`src/rtl/fb_bank_ctrl_if.sv`:
```
// fb_bank_ctrl_if: camera/display pulses in, bank selection and statistics out.
interface fb_bank_ctrl_if #(
    parameter int ADDR_WIDTH = 10,
    parameter int CNT_WIDTH  = 8
);
    logic                  wr_fstart;
    logic                  wr_lend;
    logic                  wr_fend;
    logic                  rd_fstart;
    logic                  freeze;
    logic                  wr_bank;
    logic                  rd_bank;
    logic                  wr_en;
    logic [ADDR_WIDTH-1:0] wr_row;
    logic                  swap;
    logic [CNT_WIDTH-1:0]  drop_cnt;
    logic [CNT_WIDTH-1:0]  repeat_cnt;
    logic [CNT_WIDTH-1:0]  err_cnt;

    modport master (
        output wr_fstart, wr_lend, wr_fend, rd_fstart, freeze,
        input  wr_bank, rd_bank, wr_en, wr_row, swap, drop_cnt, repeat_cnt, err_cnt
    );

    modport slave (
        input  wr_fstart, wr_lend, wr_fend, rd_fstart, freeze,
        output wr_bank, rd_bank, wr_en, wr_row, swap, drop_cnt, repeat_cnt, err_cnt
    );
endinterface

```
`src/rtl/fb_bank_ctrl.sv`:
```
// fb_bank_ctrl: double-buffer bank arbiter between a camera writer and a display reader.
// Define FB_BANK_CTRL_STATS_EN to implement the drop/repeat/error counters.
module fb_bank_ctrl #(
    parameter int ADDR_WIDTH = 10,
    parameter int VACT       = 480,
    parameter int CNT_WIDTH  = 8
) (
    input logic           clk,
    input logic           rst_n,
    fb_bank_ctrl_if.slave bus
);
    typedef enum logic [1:0] {IDLE, WRITING, FULL} state_t;
    localparam logic [ADDR_WIDTH-1:0] LAST = ADDR_WIDTH'(VACT - 1);

    state_t                state, state_nx;
    logic                  bank, bank_nx;
    logic                  en, en_nx;
    logic                  over, over_nx;
    logic                  swap, swap_nx;
    logic [ADDR_WIDTH-1:0] row, row_nx;
    logic                  inc_drop, inc_rep, inc_err;

    always_comb begin
        state_nx = state;
        bank_nx  = bank;
        en_nx    = en;
        over_nx  = over;
        row_nx   = row;
        swap_nx  = 1'b0;
        inc_drop = 1'b0;
        inc_rep  = 1'b0;
        inc_err  = 1'b0;
        // The swap is resolved first so a same-cycle frame start writes the new bank.
        if (bus.rd_fstart && !bus.freeze) begin
            if (state == FULL) begin
                bank_nx  = ~bank;
                swap_nx  = 1'b1;
                state_nx = IDLE;
            end else begin
                inc_rep = 1'b1;
            end
        end
        if (bus.wr_fstart) begin
            inc_err  = state == WRITING;
            inc_drop = state_nx == FULL;
            state_nx = WRITING;
            row_nx   = '0;
            en_nx    = 1'b1;
            over_nx  = 1'b0;
        end else if (state == WRITING && bus.wr_fend) begin
            state_nx = (!en && !over) ? FULL : IDLE;
            inc_err  = en || over;
            en_nx    = 1'b0;
        end else if (state == WRITING && bus.wr_lend) begin
            // en low with lines still arriving means the frame is overlong
            if (!en)
                over_nx = 1'b1;
            else if (row == LAST)
                en_nx = 1'b0;
            else
                row_nx = row + ADDR_WIDTH'(1);
        end
    end

    always_ff @(posedge clk or negedge rst_n) begin
        if (!rst_n) begin
            state <= IDLE;
            bank  <= 1'b1;
            en    <= 1'b0;
            over  <= 1'b0;
            row   <= '0;
            swap  <= 1'b0;
        end else begin
            state <= state_nx;
            bank  <= bank_nx;
            en    <= en_nx;
            over  <= over_nx;
            row   <= row_nx;
            swap  <= swap_nx;
        end
    end

    assign bus.wr_bank = bank;
    assign bus.rd_bank = ~bank;
    assign bus.wr_en   = en;
    assign bus.wr_row  = row;
    assign bus.swap    = swap;

`ifdef FB_BANK_CTRL_STATS_EN
    logic [CNT_WIDTH-1:0] drop_c, rep_c, err_c;

    always_ff @(posedge clk or negedge rst_n) begin
        if (!rst_n) begin
            drop_c <= '0;
            rep_c  <= '0;
            err_c  <= '0;
        end else begin
            if (inc_drop && !(&drop_c)) drop_c <= drop_c + CNT_WIDTH'(1);
            if (inc_rep && !(&rep_c))   rep_c  <= rep_c + CNT_WIDTH'(1);
            if (inc_err && !(&err_c))   err_c  <= err_c + CNT_WIDTH'(1);
        end
    end

    assign bus.drop_cnt   = drop_c;
    assign bus.repeat_cnt = rep_c;
    assign bus.err_cnt    = err_c;
`else
    logic unused_stats;
    assign unused_stats   = inc_drop ^ inc_rep ^ inc_err;
    assign bus.drop_cnt   = '0;
    assign bus.repeat_cnt = '0;
    assign bus.err_cnt    = '0;
`endif
endmodule

```
`src/flat_wrapper.sv`:
```
// flat-port wrapper written by rule: the top's interface ports become plain ports
module fb_bank_ctrl_flat 
#(
    parameter int ADDR_WIDTH = 10,
    parameter int VACT       = 480,
    parameter int CNT_WIDTH  = 8
)
  (clk, rst_n, bus_wr_fstart, bus_wr_lend, bus_wr_fend, bus_rd_fstart, bus_freeze, bus_wr_bank, bus_rd_bank, bus_wr_en, bus_wr_row, bus_swap, bus_drop_cnt, bus_repeat_cnt, bus_err_cnt);
  fb_bank_ctrl_if #(.ADDR_WIDTH(ADDR_WIDTH), .CNT_WIDTH(CNT_WIDTH)) bus_i ();
  input logic clk;
  input logic rst_n;
  input wire logic [$bits(bus_i.wr_fstart)-1:0] bus_wr_fstart;
  input wire logic [$bits(bus_i.wr_lend)-1:0] bus_wr_lend;
  input wire logic [$bits(bus_i.wr_fend)-1:0] bus_wr_fend;
  input wire logic [$bits(bus_i.rd_fstart)-1:0] bus_rd_fstart;
  input wire logic [$bits(bus_i.freeze)-1:0] bus_freeze;
  output wire logic [$bits(bus_i.wr_bank)-1:0] bus_wr_bank;
  output wire logic [$bits(bus_i.rd_bank)-1:0] bus_rd_bank;
  output wire logic [$bits(bus_i.wr_en)-1:0] bus_wr_en;
  output wire logic [$bits(bus_i.wr_row)-1:0] bus_wr_row;
  output wire logic [$bits(bus_i.swap)-1:0] bus_swap;
  output wire logic [$bits(bus_i.drop_cnt)-1:0] bus_drop_cnt;
  output wire logic [$bits(bus_i.repeat_cnt)-1:0] bus_repeat_cnt;
  output wire logic [$bits(bus_i.err_cnt)-1:0] bus_err_cnt;
  assign bus_i.wr_fstart = bus_wr_fstart;
  assign bus_i.wr_lend = bus_wr_lend;
  assign bus_i.wr_fend = bus_wr_fend;
  assign bus_i.rd_fstart = bus_rd_fstart;
  assign bus_i.freeze = bus_freeze;
  assign bus_wr_bank = bus_i.wr_bank;
  assign bus_rd_bank = bus_i.rd_bank;
  assign bus_wr_en = bus_i.wr_en;
  assign bus_wr_row = bus_i.wr_row;
  assign bus_swap = bus_i.swap;
  assign bus_drop_cnt = bus_i.drop_cnt;
  assign bus_repeat_cnt = bus_i.repeat_cnt;
  assign bus_err_cnt = bus_i.err_cnt;
  fb_bank_ctrl #(.ADDR_WIDTH(ADDR_WIDTH), .VACT(VACT), .CNT_WIDTH(CNT_WIDTH)) u_core (.clk(clk), .rst_n(rst_n), .bus(bus_i));
endmodule
```
`config.mk`:
```
export PLATFORM = sky130hd
export DESIGN_NAME = fb_bank_ctrl_flat
export DESIGN_NICKNAME = d
export VERILOG_FILES = /design/src/rtl/fb_bank_ctrl_if.sv /design/src/rtl/fb_bank_ctrl.sv /design/src/flat_wrapper.sv
export SDC_FILE = /design/constraint.sdc
export NUM_CORES = 1
export LEC_CHECK = 0
export CAP_MARGIN = 25
export CORE_ASPECT_RATIO = 0.7
export CORE_MARGIN = 2
export CORE_UTILIZATION = 44
export CTS_CLUSTER_SIZE = 30
export DETAILED_ROUTE_END_ITERATION = 16
export PLACE_DENSITY = 0.8
export SYNTH_ARGS = -nofsm -noshare
export SYNTH_HDL_FRONTEND = slang
export SYNTH_SLANG_ARGS = --single-unit
```
`constraint.sdc`:
```
create_clock -name clk -period 3.4 [get_ports clk]
set_input_delay 0.68 -clock clk [delete_from_list [all_inputs] [get_ports clk]]
set_output_delay 0.68 -clock clk [all_outputs]
set_load 0.005 [all_outputs]
```
---- Word-level counts from Yosys, hierarchy flattened ----
Index checks and enable logic that the tools add are counted.
cells by class
  add/sub/neg operators ................... 1
  equal/unequal tests ..................... 6
  multiplexer cells ....................... 21
  bitwise operators ....................... 1
  reduce and logical (&&, ||, !) cells .... 16
operator list
  cell                                                               count
  10-bit 2-to-1 mux                                                  5
  1-bit 2-to-1 mux                                                   11
  10-bit by 1-bit adder with 10-bit output (second input constant)   1
  10-bit by 9-bit == test with 1-bit output (second input constant)  1
  2-bit 2-to-1 mux                                                   5
  3-bit nonzero test                                                 3
  2-bit inequality test (second input constant)                      3
  1-bit logical AND                                                  4
  2-bit AND reduction                                                2
  4-bit AND reduction                                                1
  2-bit nonzero test                                                 2
  1-bit zero test                                                    3
  3-bit AND reduction                                                1
  2-bit by 1-bit == test with 1-bit output (second input constant)   1
  2-bit == test (second input constant)                              1
  1-bit NOT                                                          1
word-level totals
  register bits after elaboration ......... 16
  input port bits ......................... 7
  output and inout bits ................... 38
  word-level logic and storage cells ...... 51

---- Logic depth before layout (Yosys ltp) ----
Gate-level depths: netlist of the first run.
  depth in word-level cells ............... 6
  depth in mapped cells ................... 6
  depth with buffers taken out ............ 5

---- Least setup slack after synthesis of the first run ----
No wires, ideal clock.
  path kind ............................... input to register
  from .................................... input port bus_wr_fend
  to ...................................... register u_core.row[5], in the netlist u_core.bus.wr_row[5]
  library setup time ...................... 0.078 ns
  data arrival time ....................... 1.645 ns
  data required time ...................... 3.322 ns
  setup slack ............................. 1.677 ns
  cell stages on the path ................. 4
  path buffers ............................ 0
  cell sequence ........................... and2b_4 -> nand2_2 -> or4_1 -> a21oi_1
between the ends
  longest elaborated chain between the ends .. 3
RTL lines
  item                             RTL line            text
  start: declaration               flat_wrapper.sv:14  input wire logic [$bits(bus_i.wr_fend)-1:0] bus_wr_fend;
  1-bit logical AND                fb_bank_ctrl.sv:50  end else if (state == WRITING && bus.wr_fend) begin
  2-bit inequality test (no line)  -
  4-bit AND reduction (no line)    -
  end signal: assignment           fb_bank_ctrl.sv:78  row <= row_nx;
  end: declaration                 fb_bank_ctrl.sv:20  logic [ADDR_WIDTH-1:0] row, row_nx;
Every way passes these cells.
A chain may end at the register's enable or synchronous reset.

---- Final worst setup path of the first run ----
  from .................................... register u_core.row[5], in the netlist u_core.bus.wr_row[5]
  to ...................................... output port bus_wr_row[5]
RTL lines
  item              RTL line            text
  end: declaration  flat_wrapper.sv:20  output wire logic [$bits(bus_i.wr_row)-1:0] bus_wr_row;
No word-level cell between the ends.

==> results of run 1 <==
==> layer usage <==
metal	part of all wire, %	wire length (um)
met5	0	0
met4	0.78	15
met3	7.1	138
met2	48	922
met1	44	858
==> registers in the layout, indices dropped and copies added, names as in the netlist <==
signal and count:
u_core.bus.wr_en 1, u_core.bus.wr_bank 1, u_core.bus.swap 1, u_core.state 2, u_core.over 1, u_core.bus.wr_row 10
==> power groups by stage <==
stage	Clock, mW	Sequential, mW	Combinational, mW
floorplan	0	0.212	0.0547
global placement	0	0.212	0.0666
detailed placement	0	0.213	0.0686
CTS	0.133	0.209	0.0690
global route	0.140	0.211	0.0766
finish	0.129	0.209	0.0689
==> synth_stat cells, drive strengths merged, types with 2 or more instances <==
cell    instances  share of area [%]
and3            3                1.8
or3             3                1.8
nand3           6                4.2
o31ai           3                2.2
nand2           3                1.4
dfrtp          15                 37
nor3            2               0.99
or4             2                1.5
a21oi           8                3.9
buf            25                 19
o21ai           4                2.0
clkbuf          2               0.86
inv             3                1.1
nor4            3                1.8
nand3b          3                2.2
xnor2           3                2.6
nor2            7                2.6
==> cell families after synthesis <==
kind of cell	count (synthesis)	synth area share [%]
XOR/XNOR	3	2.59
AO/OA/AOI/OAI	17	9.85
buffers and inverters	30	20.8
adder cells (fa/ha/maj)	1	1.23
AND/OR/NAND/NOR	38	23.5
multiplexers	2	2.09
other	1	0.369
flip-flops	16	39.5
==> final timing paths <==
path	startpoint	end	slack (ns)	cells past startpoint
max	u_core.bus.wr_row[5]$_DFFE_PN0P_	bus_wr_row[5]	1.34	1
min	u_core.over$_DFFE_PN0P_	u_core.over$_DFFE_PN0P_	0.52	2
max reg2reg	u_core.bus.wr_row[0]$_DFFE_PN0P_	u_core.bus.wr_row[1]$_DFFE_PN0P_	1.65	6
min reg2reg	u_core.over$_DFFE_PN0P_	u_core.over$_DFFE_PN0P_	0.52	2
max in group asynchronous	rst_n	u_core.bus.wr_row[3]$_DFFE_PN0P_	2.11	1
min in group asynchronous	rst_n	u_core.bus.swap$_DFF_PN0_	0.82	1
==> layout make-up <==
type	instances	area (um2)
timing repair buffer	21	208
clock buffer	4	36.3
sequential	16	402
fill	205	986
multi-input combinational	85	489
tap	32	40.0
inverter	3	11.3
==> stage by stage <==
stage	instance area [um2]	hold slack (ns)	instances	power [mW]	setup WS (ns)
4_1_cts	1190	0.519	161	0.411	1.34
3_3_place_gp	1150	0.481	157	0.279	1.08
5_1_grt	1190	0.542	161	0.428	1.24
2_1_floorplan	1100	0.384	131	0.267	1.68
6_report	1190	0.516	161	0.407	1.34
3_5_place_dp	1150	0.500	157	0.281	1.04
==> results.toml, run 1 <==
[worst_setup_path]
crit_chain = "clkdlybuf4s50_1"
cpPeakStageDelay_ns = 0.56
critPathTopFamily = "buffers and inverters"
endpoint_kind = "output port"
path_class = "reg2out"
crit_slowest_cell = "clkdlybuf4s50_1"
path_max_fanout = 7
worstSetupStartpointType = "flip-flop"
worstPathArrival_ns = 1.38
critPathRequiredTime_ns = 2.72
critical_path_buf_inv_count = 1

[pwr]
p_comb_share_pct = 16.9
power_density_mw_per_mm2 = 343
clkPwrFrac_pct = 31.6
sequentialPowerShare_pct = 51.5
swShare_pct = 25.8
netSwitchingPower_uw = 105
ir_drop_mv = 0.300
intPower_uw = 302
power_leakage_nw = 0.510

[timing]
max_freq_mhz = 486
final-setup-viol-count = 0
rsz0062_at_grt = "no"
fin_worst_skew_ns = 0.00500
fin_crit_ns = 2.06
worst_slew_pin_slew_ns = 0.750
finalMaxSlewViolations = 0
tns_ns = 0
timing.slew.headroom_pct = 49.9
fin_crit_sh_pct = 60.5
finalHoldViolations = 0

[finish]
fin_util_pct = 54.6
most-common-layout-cells = "conb_1, clkdlybuf4s50_1, dfrtp_1, a21oi_1, nor2_1"
drive_above_1_share_pct = 10.9
area_delta_synth_final_pct = 16.7
nets = 138
diodes = 0
final_common_cell = "conb_1"

[yosys]
syn_inst = 108
synth.distinct_cells = 34
ys_async_sr_fraction_pct = 100
synth_ff_type = "dfrtp_1"
ys_ff_latch = 16
syn_area_per_cell_um2 = 9.41
syn_area_mm2 = 0.00102
synth_seq_area_share_pct = 39.5
synth-edff-count = 0
ys_warn_count = 0

[place]
place_congestion = 0.847
io_buffers = 20
place.detailed.hpwl_mm = 1.40

[grt]
grt_use_met1_pct = 21.1
grt_pass1_wl_mm = 3.03
top_usage_layer = "met2"
grtUsageMet2_pct = 23.6
global_route.usage.met3_pct = 6.43
grt_overflow = 0
grtUsageTotal_pct = 15.5
grt_pass1_vias = 662
antenna_found_initial = 0
grt_max_degree = 17

[clock_tree]
numCtsBuffers = 3
clk_path_buf_depth = 2
clk_latency_ns = 0.29
cts_resized = 0
cts_htree_levels = 1
clock_sinks = 16
clkTransAtPathRegs_ns = 0.10
hold_buffers = 0
cts_tree = "yes"
post_cts_buffers = 0
cts-root-buf = "clkbuf_4"

[floorplanning]
die_area_mm2 = 0.00272
dieHeight_um = 44.2
start_util_pct = 46.8
coreArea_mm2 = 0.00217
top_level_ports = 45
rows = 14
die_w_um = 61.4

[routing]
drtPass1Iterations = 4
wl_per_cell_um = 12.0
avgViaCountPerCell = 4.89
routed_wl_mm = 1.93
vias = 788
drt_iter0_markers = 20
ant_nets = 0
drc = 0

[run]
drv_cap = 0

[worst_hold_path]
hold_class = "reg2reg"

[outcome]
outcome = "finished clean"
Note: power is estimated with default switching activity, not from simulation.
==> run 2: changes to the inputs <==
Settings changed: CORE_UTILIZATION 44 to 37, PLACE_DENSITY 0.8 to 0.71.
Clock period 3.4 ns to 1.7 ns, I/O delays scaled along.
==> run 2 against run 1 <==
  * Final cell count increased by 9.9%
  * Via count increased by 7.0%
  * Worst hold slack got worse by 0.12 ns
  * Combinational power increased to 2.5 times the previous value
  * Die area increased by 17%
==> results.toml, run 2 (same netlist as run 1, synthesis figures left out) <==
[outcome]
outcome = "finished clean"

[finish]
area_delta_synth_final_pct = 30.0
fin_area_mm2 = 0.00132
most-common-layout-cells = "conb_1, clkdlybuf4s50_1, buf_4, dfrtp_1"
nets = 152
diodes = 0
largest_register_ffs = 10
fillers = 242
drive_above_1_share_pct = 22.4
fin_util_pct = 52.1
final_common_cell = "conb_1"

[timing]
fin_crit_ns = 1.64
fin_worst_skew_ns = 0.000646
max_freq_mhz = 611
final-setup-viol-count = 0
final.setup.worst_slack_ns = 0.0623
finalHoldViolations = 0
finalMaxSlewViolations = 0
rsz0062_at_grt = "no"
fin_crit_sh_pct = 96.3
hold-worst-slack_ns = 0.400

[grt]
grt_overflow = 0
grt_max_degree = 17
grtUsageTotal_pct = 13.2
grt_pass1_vias = 616
antenna_found_initial = 0
grt_pass1_wl_mm = 3.02

[floorplanning]
die_area_mm2 = 0.00319
top_level_ports = 45
rows = 15
die_w_um = 66.6
start_util_pct = 40.1
dieHeight_um = 47.8
coreArea_mm2 = 0.00253

[worst_setup_path]
crit_slowest_cell = "or4_1"
endpoint_kind = "flip-flop"
cpPeakStageDelay_ns = 0.51
rr_worst_depth = 6
worstPathArrival_ns = 1.82
crit_chain = "clkdlybuf4s50_1, and3b_2, nand3_4, or4_1, a21oi_1"
critPathRequiredTime_ns = 1.88
path_max_fanout = 4
critical_path_buf_inv_count = 1
worstSetupStartpointType = "primary input"
worst-path-stages = 5
critPathTopFamily = "simple AND/OR/NAND/NOR gates"
path_class = "in2reg"

[clock_tree]
numCtsBuffers = 3
cts-root-buf = "clkbuf_8"
post_cts_buffers = 0
clkTransAtPathRegs_ns = 0.06
clk_path_buf_depth = 2
cts_htree_levels = 1
clock_sinks = 16
clk_latency_ns = 0.25
cts_tree = "yes"
hold_buffers = 0

[place]
post_dp_cell_area_mm2 = 0.00126
preCtsSetupSlack_ns = -0.244
place_congestion = 0.755
io_buffers = 20
place.detailed.hpwl_mm = 1.59

[routing]
drt_iter0_markers = 24
vias = 843
avgViaCountPerCell = 4.76
wl_per_cell_um = 12.3
drc = 0
drtPass1Iterations = 4
ant_nets = 0
routed_wl_mm = 2.17

[run]
drv_cap = 0

[pwr]
power_leakage_nw = 0.579
ir_drop_mv = 0.546
power_density_mw_per_mm2 = 707

[worst_hold_path]
hold_class = "in2async"
## run 2: cell count changes in the layout (fill, tap and decap cells not counted)
cell / change
clkbuf_8: +3
ha_2: +1
and3b_1: -1
buf_4: +14
dfrtp_2: +1
a21oi_2: +1
and3b_2: +1
a21oi_1: -1
clkbuf_4: -3
ha_1: -1
dfrtp_1: -1
## run 2: worst paths after layout
check                                                   end                              from  slack (ns)
hold / removal             u_core.bus.wr_row[8]$_DFFE_PN0P_                             rst_n        0.40
setup reg to reg           u_core.bus.wr_row[1]$_DFFE_PN0P_  u_core.bus.wr_row[0]$_DFFE_PN0P_        0.09
max in group asynchronous    u_core.bus.wr_bank$_DFFE_PN1P_                             rst_n        1.05
hold reg to reg                     u_core.over$_DFFE_PN0P_           u_core.over$_DFFE_PN0P_        0.52
setup / recovery           u_core.bus.wr_row[9]$_DFFE_PN0P_                       bus_wr_lend        0.06
min in group clk                    u_core.over$_DFFE_PN0P_           u_core.over$_DFFE_PN0P_        0.52
## run 2: worst register-to-register path, cell delays in order (launching register included)
cell and delay, ns:
dfrtp_1 0.39, ha_2 0.20, nand4_1 0.11, nor4_1 0.06
buf_4 0.17, or3b_2 0.49, a21oi_2 0.13
## run 2: final cells by class
| class | count | area (um2) | share of cell area (%) |
|---|---|---|---|
| Timing Repair Buffer | 35 | 313 | 23.7 |
| Multi-Input combinational cell | 85 | 497 | 37.6 |
| Tap cell | 34 | 42.5 | 3.22 |
| Inverter | 3 | 11.3 | 0.852 |
| Clock buffer | 4 | 55.1 | 4.17 |
| Sequential cell | 16 | 403 | 30.5 |
## run 2: power breakdown
part | internal (mW) | switching, mW
sequential | 0.403 | 0.0125
clock | 0.206 | 0.139
combinational | 0.0944 | 0.0792
total | 0.704 | 0.231
## run 2: what timing repair did
item / CTS / global route
setup endpoints to repair: 0 / 5
endpoints found under the hold margin: 0 / 0
resized for setup: 0 / 4
## run 2: metrics by stage
stage                     total power [mW]  instances  setup TNS (ns)
after floorplan                      0.534        131               0
after global placement               0.590        173           -1.07
after detailed placement             0.593        173           -1.34
after CTS                            0.939        177               0
after global routing                 0.974        177               0
final                                0.934        177               0
## run 2: metal layers
| metal | part of all wire, % | GRT usage [%] | wire length, um |
|---|---|---|---|
| met4 | 0.46 | 3.67 | 10 |
| met5 | 0 | 0 | 0 |
| met2 | 45 | 19.0 | 979 |
| met1 | 46 | 18.5 | 1000 |
| met3 | 8.2 | 5.18 | 178 |
